**config.mk**
```make
export PLATFORM = sky130hd
export DESIGN_NAME = video_cfg_scheduler
export DESIGN_NICKNAME = d
export VERILOG_FILES = /design/src/rtl/video_cfg_scheduler.sv
export SDC_FILE = /design/constraint.sdc
export NUM_CORES = 1
export LEC_CHECK = 0
export CORE_MARGIN = 3
export CORE_UTILIZATION = 63
export CTS_CLUSTER_DIAMETER = 50
export DETAILED_ROUTE_END_ITERATION = 8
export PLACE_DENSITY_LB_ADDON = 0.25
export SLEW_MARGIN = 20
export SYNTH_ARGS = -nofsm -noshare
export SYNTH_HDL_FRONTEND = slang
export SYNTH_SLANG_ARGS = --single-unit
```
**constraint.sdc**
```tcl
create_clock -name clk -period 12.4 [get_ports clk]
set_input_delay 3.72 -clock clk [delete_from_list [all_inputs] [get_ports clk]]
set_output_delay 3.72 -clock clk [all_outputs]
set_load 0.005 [all_outputs]
```
**src/rtl/video_cfg_scheduler.sv**
```systemverilog
// video_cfg_scheduler: queues host register writes and replays them to the addressed core at the start of vblank
module video_cfg_scheduler #(
   parameter int NUM_CORE = 4,
   parameter int CORE_AW = 2,
   parameter int DEPTH = 8,
   parameter int CSEL_W = (NUM_CORE > 1) ? $clog2(NUM_CORE) : 1
) (
   input  logic                      clk,
   input  logic                      rst,
   input  logic                      avs_write,
   input  logic [CSEL_W+CORE_AW-1:0] avs_address,
   input  logic [31:0]               avs_writedata,
   output logic                      avs_waitrequest,
   input  logic                      vblank,
   output logic [NUM_CORE-1:0]       core_write,
   output logic [CORE_AW-1:0]        core_address,
   output logic [31:0]               core_writedata,
   output logic [$clog2(DEPTH):0]    pending,
   output logic                      overrun
);
   localparam int PW = $clog2(DEPTH);
   localparam logic [CSEL_W:0] NC = (CSEL_W+1)'(NUM_CORE);
   typedef enum logic {IDLE, DRAIN} state_t;
   state_t state, state_next;
   logic [CSEL_W-1:0] sel_mem [DEPTH];
   logic [CORE_AW-1:0] addr_mem [DEPTH];
   logic [31:0] data_mem [DEPTH];
   logic [PW-1:0] wr_ptr, rd_ptr;
   logic [PW:0] count, drain_cnt;
   logic vblank_q, blank_rise, push, pop;
   logic [NUM_CORE-1:0] head_hot;
   logic [CSEL_W-1:0] in_sel;
   assign in_sel = avs_address[CSEL_W+CORE_AW-1:CORE_AW];
   assign avs_waitrequest = (count == (PW+1)'(DEPTH));
   assign push = avs_write & ~avs_waitrequest & ({1'b0, in_sel} < NC);
   assign pop = (state == DRAIN);
   assign blank_rise = vblank & ~vblank_q;
   assign pending = count;
   always_comb begin
      state_next = (state == IDLE) ? ((blank_rise && count != '0) ? DRAIN : IDLE)
                                   : ((drain_cnt == (PW+1)'(1)) ? IDLE : DRAIN);
      head_hot = '0;
      for (int i = 0; i < NUM_CORE; i++) head_hot[i] = (sel_mem[rd_ptr] == CSEL_W'(i));
   end
   // drain_cnt snapshots the occupancy at blank start so later writes wait for the next blank
   always_ff @(posedge clk) begin
      if (rst) begin
         state <= IDLE;
         wr_ptr <= '0;
         rd_ptr <= '0;
         count <= '0;
         drain_cnt <= '0;
         vblank_q <= 1'b0;
         overrun <= 1'b0;
         core_write <= '0;
         core_address <= '0;
         core_writedata <= '0;
      end else begin
         state <= state_next;
         vblank_q <= vblank;
         if (push) wr_ptr <= wr_ptr + PW'(1);
         if (pop) rd_ptr <= rd_ptr + PW'(1);
         count <= count + (PW+1)'(push) - (PW+1)'(pop);
         drain_cnt <= (state == IDLE) ? ((state_next == DRAIN) ? count : drain_cnt) : drain_cnt - (PW+1)'(1);
         if (state == DRAIN && vblank_q && !vblank) overrun <= 1'b1;
         core_write <= pop ? head_hot : '0;
         if (pop) begin
            core_address <= addr_mem[rd_ptr];
            core_writedata <= data_mem[rd_ptr];
         end
      end
   end
   always_ff @(posedge clk) begin
      if (push) begin
         sel_mem[wr_ptr] <= in_sel;
         addr_mem[wr_ptr] <= avs_address[CORE_AW-1:0];
         data_mem[wr_ptr] <= avs_writedata;
      end
   end
endmodule
```
==> impl_metrics.ini, run 1 <==
[detailed_routing]
num_vias = 6546
wl_per_cell_um = 25.25
via_per_inst = 6.312
drt_iter0_drc = 497
wl_um = 26190
drtPass1Iterations = 5
route.detailed.drc = 0
drtAntennaViolNets = 0

[floorplanning]
die_area_um2 = 22010
io_pins = 84
start_util_pct = 64.96
fp.dieW_um = 148.4
dieHeight_um = 148.4
rows = 51
core_um2 = 19650

[synthesis]
syn_avg_cell_area_um2 = 19.67
synth_cell_type_count = 31
synth-seq-cells = 346
synth_nets = 700
syn_area_um2 = 12770
ys_seq_area_share_pct = 76.83
yosysWarnings = 0
syn_inst = 649

[hold_path]
hp-class = flop to flop

[power]
leakagePower_nw = 4.811
internal-power_mw = 2.196
p_seq_share_pct = 49.1
ir_drop_mv = 0.1419
switchingPower_mw = 0.6697
p_clk_share_pct = 37.0
powerDensity_nw_per_um2 = 190.1
p_sw_share_pct = 23.37
pwr-share-comb_pct = 13.9

[placement]
gp_routability_congestion = 0.7300
dpl.hpwl_um = 13730
io_buffers = 83

[clock_network]
root_buffer = clkbuf_16
clk_pin_slew_ns = 0.06
post_cts_buffers = 0
clock-sinks = 346
ctsHtreeMaxLevel = 2
cts_hold_buf = 0
cts_tree = yes
cts_resized = 0
cts_made_buffers = 35
insertion_delay_ns = 0.51
cts_max_path_buffers = 3

[worst_setup_path]
rr_startpoint = rd_ptr[1]
critPathCaptureType = output port
critPathKind = flop to output port
r2r_slack_ns = 9.72
cp.arrival_ns = 2.17
cp.required_ns = 8.68
cp-endpoint = avs_waitrequest
crit_start = pending[2]
r2r_cells = 4
cp_max_fo = 5
r2r_end = core_writedata[9]
critPathLaunchType = flop

[timing]
rsz0062_at_grt = no
timing.fmax_mhz = 169.8
final.setup.tns_ns = 0
report.final.slew_viol_count = 0
setup_viol = 0
relSlewSlack_pct = 28.95
min_period_ns = 5.888
hold_violations = 0
fin_hold_ws_ns = 0.4722
post-route-period-util_pct = 47.48
skew_ns = 0.01402
tightest_slew_ns = 1.066

[grt]
grt_pass1_vias = 7043
track_usage_pct = 24.92
met3_usage_pct = 4.174
grtUsageMet1_pct = 33.75
grt_max_degree = 70
grt_pass1_wl_um = 41070
grt-ovfl-total = 0
grt_util_met2_pct = 40.99
antenna_found_initial = 1
top_usage_layer = met2

[outcome]
outcome = finished clean

[final_layout]
syn_to_final_growth_pct = 18.06
layout-drive-gt1-share_pct = 19.20
finish.utilization_pct = 76.69
fin_nets = 797

[run]
maxCapViolCount = 0
-- logic make-up after synthesis --
logic type | Yosys count | share of synthesized area [%]
compound gates | 49 | 2.421
simple gates | 113 | 3.940
buf+inv | 44 | 1.921
flops | 346 | 76.83
xor+xnor | 6 | 0.4117
fa+ha+maj | 11 | 1.137
mux | 80 | 13.34
-- per-stage QoR --
stage               worst slack (ns)  std cells  total power, mW  area, um2
finish                         6.512       1037            2.866      15070
global route                   6.442       1037            2.973      15070
CTS                            6.490       1036            2.888      15070
detailed placement             6.452        974            1.825      13910
global placement               6.273        971            1.801      13840
floorplan                      5.332        649            1.649      12770
-- sequential cells by signal, indices dropped and copies added (netlist names), named ones only --
| register | cells |
|---|---|
| overrun | 1 |
| pending | 4 |
| drain_cnt | 4 |
| core_write | 4 |
| core_writedata | 32 |
| addr_mem | 16 |
| rd_ptr | 3 |
| core_address | 2 |
| sel_mem | 16 |
| vblank_q | 1 |
| pop | 1 |
| data_mem | 256 |
| wr_ptr | 3 |
-- worst min path at each step --
stage | startpoint | endpoint | slack [ns] | cells after the start
floorplan | overrun | overrun | 0.46 | 2
global placement | overrun | overrun | 0.45 | 2
detailed placement | core_writedata[14] | core_writedata[14] | 0.47 | 2
CTS | core_writedata[5] | core_writedata[5] | 0.48 | 2
global route | overrun | overrun | 0.50 | 2
finish | overrun | overrun | 0.47 | 2
-- cell usage after synthesis --
cell type  instances  area share, %
dfxtp_1           58            9.1
fa_1               1           0.16
buf_6              1          0.088
a21o_1             4           0.24
nor4b_1            1          0.069
clkbuf_1          14           0.41
mux4_2            72             13
edfxtp_1         288             68
nor3_1            38            1.5
nand2_1            8           0.24
buf_4              9           0.53
xor2_1             3           0.21
buf_2              5           0.20
mux2_2             1          0.088
a21oi_1            8           0.31
or2_2              1          0.049
a211oi_1           1          0.059
nor2_1            55            1.6
inv_1             10           0.29
nand3_1            3           0.12
ha_1              10           0.98
nor2b_1            2          0.098
o22ai_1           34            1.7
buf_12             2           0.31
mux2i_1            7           0.55
or3b_2             1          0.069
buf_1              3          0.088
a211oi_2           1          0.098
a31oi_1            1          0.049
nand2b_1           4           0.20
xnor2_1            3           0.21
-- cell usage in the layout, fill, tap and decap left out, drive strengths merged, types with 4 or more instances in the layout --
cell	n
edfxtp	288
dfxtp	58
nand2b	4
clkbuf	51
ha	10
bufinv	4
clkdlybuf4s50	82
a21oi	8
nor3	38
nor2	55
o22ai	34
a21o	4
mux4	72
nand2	8
clkinv	6
mux2i	7
buf	12
inv	11
-- per-layer routing --
metal / up-vias / wire, um
met4: 0 / 1041
met2: 293 / 13330
met3: 75 / 1667
li1: 2802 / -
met1: 3376 / 10150
met5: - / 0
-- critical path, cell delays in order, from the launching register on --
cell and delay, ns:
dfxtp_1 0.33, inv_1 0.11, ha_1 0.15, or3b_2 0.50, inv_1 0.09, clkdlybuf4s50_1 0.50
-- power groups by stage --
stage / logic, mW / registers, mW / clock network [mW]
global placement: 0.379 / 1.42 / 0
floorplan: 0.230 / 1.42 / 0
finish: 0.398 / 1.41 / 1.06
global route: 0.435 / 1.42 / 1.12
detailed placement: 0.395 / 1.43 / 0
CTS: 0.402 / 1.41 / 1.08
-- layout make-up --
class                           count  area (um2)
Tap cell                          265       331.6
Multi-Input combinational cell    259        2770
Timing Repair Buffer               94       955.9
Fill cell                        1084        4581
Antenna cell                        1       2.502
Inverter                           10       37.54
Sequential cell                   346        9818
Clock buffer                       51       998.5
Clock inverter                     11       158.9
Note: power is estimated with default switching activity, not from simulation.
==> run 2: changes to the inputs <==
Settings changed: CORE_UTILIZATION 63 to 53.
Clock period 12.4 ns to 5 ns, I/O delays scaled along.
==> impl_metrics.ini, run 2 (synthesis results as in run 1) <==
[final_layout]
final_cell_mix = 288 x edfxtp_1, 82 x clkdlybuf4s50_1, 72 x mux4_2
final_common_cell = edfxtp_1
syn_to_final_growth_pct = 18.67
largest_reg_flops = 256
layout-drive-gt1-share_pct = 19.95
insertedDiodeCount = 0
top_register = data_mem
finish.utilization_pct = 64.35
nFillCells = 1630
multi_input_area_um2 = 2773
fin_nets = 800
reg_top3 = data_mem x256, core_writedata x32
ff_latch_area_um2 = 9818

[power]
powerDensity_nw_per_um2 = 467.8
finalPower_mw = 7.088
leakagePower_nw = 4.823
ir_drop_mv = 0.3084

[outcome]
outcome = finished clean

[timing]
final.setup.tns_ns = 0
rsz0062_at_grt = no
setup_slack_ns = 1.317
skew_ns = 0.01700
hold_violations = 0
tightest_slew_ns = 1.064
setup_viol = 0
relSlewSlack_pct = 29.03
min_period_ns = 3.683
timing.fmax_mhz = 271.5
post-route-period-util_pct = 73.67
fin_hold_ws_ns = 0.4754
report.final.slew_viol_count = 0

[worst_setup_path]
r2r_cells = 6
critPathLaunchType = flop
r2r_end = data_mem[5][21]
cp.arrival_ns = 2.18
cp.required_ns = 3.50
r2r_slack_ns = 2.38
critPathCaptureType = output port
rr_startpoint = pending[2]
cp_max_fo = 5
critPathKind = flop to output port

[detailed_routing]
drt_iter0_drc = 550
via_per_inst = 5.744
wl_per_cell_um = 22.28
drtAntennaViolNets = 0
wl_um = 24420
num_vias = 6295
drtPass1Iterations = 5
route.detailed.drc = 0

[grt]
track_usage_pct = 19.39
grt_pass1_vias = 6868
antenna_found_initial = 0
grt_pass1_wl_um = 38580
grt_max_degree = 70
grt-ovfl-total = 0

[floorplanning]
dieHeight_um = 161.2
io_pins = 84
rows = 56
fp.dieW_um = 161.2
core_um2 = 23540
start_util_pct = 54.23
die_area_um2 = 25990

[hold_path]
min-delay-start = core_writedata[19]
min_to = core_writedata[19]
hp-class = flop to flop
hold_depth = 2

[placement]
dpl.hpwl_um = 13420
pre_cts_ws_ns = 1.217
gp_routability_congestion = 0.7714
io_buffers = 83

[clock_network]
cts_made_buffers = 37
ctsHtreeMaxLevel = 2
root_buffer = clkbuf_16
post_cts_buffers = 0
cts_max_path_buffers = 3
cts_hold_buf = 0
cts_resized = 0
clk_pin_slew_ns = 0.06
clock-sinks = 346
cts_tree = yes
insertion_delay_ns = 0.51

[run]
maxCapViolCount = 0
## run 2: final cells by class
| type | instances | share of cell area [%] |
|---|---|---|
| multi-input cells | 259 | 18.30 |
| repair buffers | 95 | 6.062 |
| well taps | 319 | 2.634 |
| clock inverters | 11 | 0.6276 |
| flip-flops and latches | 346 | 64.80 |
| inverters | 10 | 0.2477 |
| clock buffers | 56 | 7.325 |
## run 2: metal layers
layer | vias to the layer above | routed length [um] | global-route usage [%]
met1 | 3241 | 10090 | 25.93
met3 | 45 | 1415 | 3.591
met2 | 214 | 12370 | 32.89
met4 | 0 | 551 | 6.023
met5 | - | 0 | 0
li1 | 2795 | - | -
## run 2: how the worst max path moves through the flow
stage / to / cells past startpoint / from
after global placement: data_mem[5][26] / 4 / avs_write
after global routing: avs_waitrequest / 5 / pending[2]
after detailed placement: data_mem[5][28] / 4 / avs_write
after CTS: avs_waitrequest / 5 / pending[2]
final: avs_waitrequest / 5 / pending[2]
after floorplan: addr_mem[0][0] / 3 / avs_write
## run 2: critical path, cell delays in order, from the launching register on
cell and delay (ns):
dfxtp_1 0.33, inv_1 0.12, ha_1 0.15, or3b_2 0.51, inv_1 0.07, clkdlybuf4s50_1 0.49
## run 2: per-stage QoR
stage,instances,instance area (um2)
finish,1096,15150
global route,1096,15150
CTS,1096,15150
detailed placement,1029,13940
global placement,1029,13940
floorplan,649,12770
## run 2: power breakdown
group          switching, mW  internal, mW
combinational          0.481         0.489
clock                   1.05          1.59
sequential             0.119          3.36
